--- config.mk ---
export PLATFORM = sky130hd
export DESIGN_NAME = ifetch_seq_flat
export DESIGN_NICKNAME = d
export VERILOG_FILES = /design/src/rtl/ifetch_seq_if.sv /design/src/rtl/ifetch_seq.sv /design/src/flat_wrapper.sv
export SDC_FILE = /design/constraint.sdc
export NUM_CORES = 1
export LEC_CHECK = 0
export BUFFER_PORTS_ARGS = -buffer_cell sky130_fd_sc_hd__buf_2
export CAP_MARGIN = 15
export CELL_PAD_IN_SITES_DETAIL_PLACEMENT = 1
export CELL_PAD_IN_SITES_GLOBAL_PLACEMENT = 1
export CORE_UTILIZATION = 32
export DETAILED_ROUTE_END_ITERATION = 10
export GPL_TIMING_DRIVEN = 0
export PLACE_DENSITY = 0.74
export REMOVE_ABC_BUFFERS = 1
export SLEW_MARGIN = 10
export SYNTH_ARGS = -nofsm -noshare
export SYNTH_HDL_FRONTEND = slang
export SYNTH_SLANG_ARGS = --single-unit
--- constraint.sdc ---
create_clock -name clk_i -period 3.9 [get_ports clk_i]
set_input_delay 0.975 -clock clk_i [delete_from_list [all_inputs] [get_ports clk_i]]
set_output_delay 0.975 -clock clk_i [all_outputs]
set_load 0.02 [all_outputs]
--- src/rtl/ifetch_seq_if.sv ---
// Fetch-sequencer bus: redirect input, icache request/response channel and
// instruction-queue push/pop/flush/credit signals.
interface ifetch_seq_if #(
    parameter int unsigned IQ_DEPTH = 8
);
    localparam int unsigned CW = $clog2(IQ_DEPTH) + 1;

    logic          redirect_i;
    logic [63:0]   redirect_pc_i;
    logic          icache_req_o;
    logic [63:0]   icache_addr_o;
    logic          icache_ready_i;
    logic          icache_valid_i;
    logic [63:0]   icache_data_i;
    logic          iq_wr_o;
    logic [63:0]   iq_data_o;
    logic          iq_rd_i;
    logic          iq_flush_o;
    logic [CW-1:0] credits_o;

    modport master (
        input  redirect_i, redirect_pc_i, icache_ready_i, icache_valid_i,
               icache_data_i, iq_rd_i,
        output icache_req_o, icache_addr_o, iq_wr_o, iq_data_o, iq_flush_o,
               credits_o
    );

    modport slave (
        output redirect_i, redirect_pc_i, icache_ready_i, icache_valid_i,
               icache_data_i, iq_rd_i,
        input  icache_req_o, icache_addr_o, iq_wr_o, iq_data_o, iq_flush_o,
               credits_o
    );
endinterface

--- src/rtl/ifetch_seq.sv ---
// Instruction fetch sequencer: fetches 8-byte lines from the icache one at a
// time and pushes them into a credit-tracked instruction queue.
module ifetch_seq #(
    parameter logic [63:0] RESET_PC = 64'h0000_0000_0000_0000,
    parameter int unsigned IQ_DEPTH = 8
) (
    input  logic         clk_i,
    input  logic         rst_i,
    ifetch_seq_if.master bus
);
    localparam int unsigned    CW   = $clog2(IQ_DEPTH) + 1;
    localparam logic [CW-1:0]  FULL = CW'(IQ_DEPTH);

    typedef enum logic [2:0] {
        S_IDLE,
        S_REQ,
        S_WAIT,
        S_PUSH,
        S_DRAIN
    } state_e;

    state_e        state_q, state_d;
    logic [63:0]   pc_q, pc_d;
    logic [CW-1:0] credits_q, credits_d;
    logic [63:0]   line_q, line_d;
    logic          flush_q, flush_d;

    logic          push;
    logic          pop;
    logic [CW:0]   credit_sum;

    // A line needs two free entries; redirect and reset both veto the write.
    assign push = (state_q == S_PUSH) && (credits_q >= CW'(2))
                  && !bus.redirect_i && !rst_i;
    assign pop  = bus.iq_rd_i && !flush_q;

    assign bus.icache_req_o  = !rst_i && (state_q == S_REQ);
    assign bus.icache_addr_o = rst_i ? RESET_PC : pc_q;
    assign bus.iq_wr_o       = push;
    assign bus.iq_data_o     = push ? line_q : '0;
    assign bus.iq_flush_o    = !rst_i && flush_q;
    assign bus.credits_o     = rst_i ? FULL : credits_q;

    always_comb begin
        state_d    = state_q;
        pc_d       = pc_q;
        line_d     = line_q;
        flush_d    = 1'b0;
        credit_sum = {1'b0, credits_q} + (CW+1)'(pop)
                     - (push ? (CW+1)'(2) : '0);
        credits_d  = (credit_sum > {1'b0, FULL}) ? FULL : credit_sum[CW-1:0];

        case (state_q)
            S_IDLE:  state_d = S_REQ;
            S_REQ:   if (bus.icache_ready_i) state_d = S_WAIT;
            S_WAIT: begin
                if (bus.icache_valid_i) begin
                    line_d  = bus.icache_data_i;
                    state_d = S_PUSH;
                end
            end
            S_PUSH: begin
                if (push) begin
                    pc_d    = pc_q + 64'd8;
                    state_d = S_REQ;
                end
            end
            S_DRAIN: if (bus.icache_valid_i) state_d = S_REQ;
            default: state_d = S_IDLE;
        endcase

        if (bus.redirect_i) begin
            pc_d      = bus.redirect_pc_i & ~64'h7;
            credits_d = FULL;
            line_d    = '0;
            flush_d   = 1'b1;
            // A response landing alongside the redirect retires the only
            // outstanding request, so DRAIN is entered only if one remains.
            case (state_q)
                S_REQ:   state_d = bus.icache_ready_i ? S_DRAIN : S_REQ;
                S_WAIT:  state_d = bus.icache_valid_i ? S_REQ : S_DRAIN;
                S_DRAIN: state_d = bus.icache_valid_i ? S_REQ : S_DRAIN;
                default: state_d = S_REQ;
            endcase
        end
    end

    always_ff @(posedge clk_i) begin
        if (rst_i) begin
            state_q   <= S_IDLE;
            pc_q      <= RESET_PC;
            credits_q <= FULL;
            line_q    <= '0;
            flush_q   <= 1'b0;
        end else begin
            state_q   <= state_d;
            pc_q      <= pc_d;
            credits_q <= credits_d;
            line_q    <= line_d;
            flush_q   <= flush_d;
        end
    end
endmodule

--- src/flat_wrapper.sv ---
// flat-port wrapper written by rule: the top's interface ports become plain ports
module ifetch_seq_flat 
#(
    parameter logic [63:0] RESET_PC = 64'h0000_0000_0000_0000,
    parameter int unsigned IQ_DEPTH = 8
)
  (clk_i, rst_i, bus_redirect_i, bus_redirect_pc_i, bus_icache_ready_i, bus_icache_valid_i, bus_icache_data_i, bus_iq_rd_i, bus_icache_req_o, bus_icache_addr_o, bus_iq_wr_o, bus_iq_data_o, bus_iq_flush_o, bus_credits_o);
  ifetch_seq_if #(.IQ_DEPTH(IQ_DEPTH)) bus_i ();
  input  logic clk_i;
  input  logic rst_i;
  input wire logic [$bits(bus_i.redirect_i)-1:0] bus_redirect_i;
  input wire logic [$bits(bus_i.redirect_pc_i)-1:0] bus_redirect_pc_i;
  input wire logic [$bits(bus_i.icache_ready_i)-1:0] bus_icache_ready_i;
  input wire logic [$bits(bus_i.icache_valid_i)-1:0] bus_icache_valid_i;
  input wire logic [$bits(bus_i.icache_data_i)-1:0] bus_icache_data_i;
  input wire logic [$bits(bus_i.iq_rd_i)-1:0] bus_iq_rd_i;
  output wire logic [$bits(bus_i.icache_req_o)-1:0] bus_icache_req_o;
  output wire logic [$bits(bus_i.icache_addr_o)-1:0] bus_icache_addr_o;
  output wire logic [$bits(bus_i.iq_wr_o)-1:0] bus_iq_wr_o;
  output wire logic [$bits(bus_i.iq_data_o)-1:0] bus_iq_data_o;
  output wire logic [$bits(bus_i.iq_flush_o)-1:0] bus_iq_flush_o;
  output wire logic [$bits(bus_i.credits_o)-1:0] bus_credits_o;
  assign bus_i.redirect_i = bus_redirect_i;
  assign bus_i.redirect_pc_i = bus_redirect_pc_i;
  assign bus_i.icache_ready_i = bus_icache_ready_i;
  assign bus_i.icache_valid_i = bus_icache_valid_i;
  assign bus_i.icache_data_i = bus_icache_data_i;
  assign bus_i.iq_rd_i = bus_iq_rd_i;
  assign bus_icache_req_o = bus_i.icache_req_o;
  assign bus_icache_addr_o = bus_i.icache_addr_o;
  assign bus_iq_wr_o = bus_i.iq_wr_o;
  assign bus_iq_data_o = bus_i.iq_data_o;
  assign bus_iq_flush_o = bus_i.iq_flush_o;
  assign bus_credits_o = bus_i.credits_o;
  ifetch_seq #(.RESET_PC(RESET_PC), .IQ_DEPTH(IQ_DEPTH)) u_core (.clk_i(clk_i), .rst_i(rst_i), .bus(bus_i));
endmodule
==> metrics.md <==
| Metric | Value |
|---|---|
| First-pass GRT wire length | around 43000 um |
| R2R cell count | 12 |
| Die Area | between 20000 and 25000 um2 |
| Reg2reg start | u_core.state_q[2] |
| Vias in the first global route | 7970 |
| CP Capture Type | flip-flop |
| H-tree depth | 4 |
| Max rail drop VDD | 0.241 mV |
| Post-Synth Simple-Gate Area | roughly two fifths |
| FF-to-FF setup slack | 0.41 ns |
| Vias | 8122 |
| Min-Delay Path Depth | 2 |
| Final hold vios | 0 |
| Hold_buf cts | 0 |
| Cells after Synth | 996 |
| Post-synthesis cell area | 7540 um2 |
| GR Util All Layers | 22.6% |
| Ys flop type | dfxtp_1 |
| Most frequent cells after synthesis | nand2_1, dfxtp_1, a21oi_1, and2_1, clkbuf_1 |
| DRT Wirelength | 27700 um |
| RSZ-0062 raised after global routing | no |
| Main combinational cell family by area after synthesis | simple AND/OR/NAND/NOR gates |
| Fin crit share | 94.3% |
| Hold Path End | u_core.line_q[44] |
| Final setup vio count | 0 |
| Adder and majority gate portion of the synthesized area | 0.996% |
| Design Area, Final | 9720 um2 |
| GP Congestion | 0.804 |
| Area Growth Syn to Fin | 29.0% |
| PortBufs | 262 |
| Tmin final | 3.68 ns |
| Mean post-synth cell area | roughly 7.6 um2 |
| Core area | 22800 um2 |
| Asr flop ratio synth | 0% |
| Count leader, synth | nand2_1 |
| WS Path Type | primary input to flip-flop |
| Clk sink count | between 100 and 150 |
| DR DRC count | 0 |
| Placed cell count | ~1500 |
| Max-slew violations | 0 |
| Nets | approximately 1400 |
| Post-route ant nets | 0 |
| CP Data Arrival Time | 3.99 ns |
| Cell row count | 55 |
| Router iterations before antenna repair | 5 |
| Worst hold start | u_core.line_q[44] |
| Number of synthesized flops with an enable pin | 0 |
| Mux share of post-synthesis cell area | 0.680% |
| Ys Warns | 0 |
| Req. time, crit path | ~4.2 ns |
| Slew @ Worst Pin | 1.12 ns |
| Post-synth cell types | 71 |
| Rel. slew slack | 24.8% |
| Compound-Gate Fraction of Synth Area | ~17% |
| CTS max path bufs | 2 |
| LEAKAGE | between 3 and 4 nW |
| Hold WC Path Type | flip-flop to flip-flop |
| PwrDens | 349 nW/um2 |
| Initial antenna violation count | 9 |
| Area after DPL | 9110 um2 |
| CTS tree | yes |
| Worst-path clk slew | 0.06 ns |
| Die X | 155 um |
| FMAX | 272 MHz |
| Largest net degree at the start of global routing | 83 |
| Worst skew pair latency | about 0.43 ns |
| TritonCTS Buffers | 17 |
| #FFs+latches synth | 133 |
| GR Overflow Total | 0 |
| Clk root buf | clkbuf_16 |
| Initial DRC count | 457 |
| Vias per inst | approximately 5.3 |
| HPWL Detailed | 19700 um |
| Initial core utilization | 33.0% |
| Synth Area in XOR/XNOR | 2.79% |
| Layout cell share with drive strength beyond 1 | 26.9% |
| Post-synth top area cell | dfxtp_1 |
| Max cap viols | 0 |
| Synth top area share | between 30% and 40% |
| Fin cells | 1545 |
| Crit Path Max Fanout | 42 |
| Clock Skew | 0.00743 ns |
| Die height | between 150 and 200 um |
| Largest cells by area after synthesis | dfxtp_1, nand2_1, and2_1, a21oi_1, nor2b_1 |
| Sequential area share after synthesis | approximately a third |
| Status | finished, final reports clean |
| DR WL/cell | about 18 um |
| R2R Path End | u_core.credits_q[2] |
| I/O pin count | ~270 |
| Crit path launch type | primary input |
-- through the flow --
step	setup WS [ns]	TNS (ns)	power (mW)	utilization, %	hold slack, ns
CTS	0.131	0	3.43	42.4	0.451
detailed placement	-0.983	-13.58	1.85	39.9	0.442
global route	0.0247	0	3.52	42.5	0.472
floorplan	-1.91	-97.82	1.66	-	0.432
finish	0.223	0	3.40	42.6	0.449
global placement	-6.25	-489.95	1.83	39.0	0.437
-- placed cells by master, fill, tap and decap left out, types with 5 or more instances in the layout --
master	n
buf_2	260
nand2_1	182
dfxtp_1	133
a21oi_1	83
and2_1	76
nor2b_1	57
nor2_1	47
nand4_1	33
nand3_1	29
nor4_1	22
o211ai_1	20
o21ai_0	18
xnor2_1	17
a31oi_1	17
clkbuf_16	17
inv_1	16
or4_1	16
nor3_1	14
a211oi_1	12
and4_1	11
diode_2	9
o311ai_0	9
or3_1	8
and3_1	8
xor2_1	7
ha_1	6
inv_6	5
-- routing by layer --
layer  wire length (um)  part of all wire, %  track usage [%]
met5                 13                0.047                0
met4                816                  2.9             9.43
met3               1610                  5.8             5.46
met2              13400                   48             37.6
met1              11900                   43             27.9
-- critical path, cell delays in order --
cell and delay [ns]:
buf_4 0.39, or2_4 0.36, nor3_4 0.08, buf_8 0.19, buf_8 0.16, inv_4 0.30
ha_1 0.24, ha_1 0.25, o21a_1 0.15, o21ba_2 0.21, o31ai_1 0.38, nor3_1 0.10
nor3b_1 0.16
-- how the worst max path moves through the flow --
stage                         from                  end  slack (ns)
floorplan           bus_redirect_i  u_core.credits_q[2]       -1.91
global placement             rst_i  u_core.credits_q[2]       -6.25
detailed placement  bus_redirect_i  u_core.credits_q[2]       -0.98
CTS                 bus_redirect_i  u_core.credits_q[2]        0.13
global route                 rst_i  u_core.credits_q[2]        0.02
finish                       rst_i  u_core.credits_q[2]        0.22
-- cell type report --
type,count,area (um2)
Sequential cell,133,2660
Timing Repair Buffer,272,1500
Fill cell,2909,13100
Antenna cell,9,22.5
Inverter,18,70.1
Clock inverter,13,121
Tap cell,313,392
Clock buffer,19,443
Multi-Input combinational cell,768,4510
-- power by group --
part	leakage, nW	total [mW]	switching [mW]	internal [mW]
Combinational	2.53	0.351	0.202	0.149
Clock	0.275	1.57	0.671	0.902
Sequential	1.09	1.47	0.0693	1.40
Total	3.89	3.40	0.942	2.45
-- registers in the layout, indices dropped and copies added, names as in the netlist --
| register | cells |
|---|---|
| u_core.line_q | 64 |
| u_core.pc_q | 61 |
| u_core.credits_q | 4 |
| u_core.state_q | 3 |
| u_core.flush_q | 1 |
-- cell families after synthesis --
kind of cell | count (synthesis)
other | 1
buffers and inverters | 97
adder cells (fa/ha/maj) | 6
AO/OA/AOI/OAI | 198
multiplexers | 5
flip-flops | 133
XOR/XNOR | 24
AND/OR/NAND/NOR | 532
-- what timing repair did --
action | in CTS | in global routing
endpoints found under the setup margin | 66 | 2
pin swaps | 1 | 0
setup buffers | 1 | 0
gates resized for setup | 2 | 2
Power figures use the tool's default switching activity.
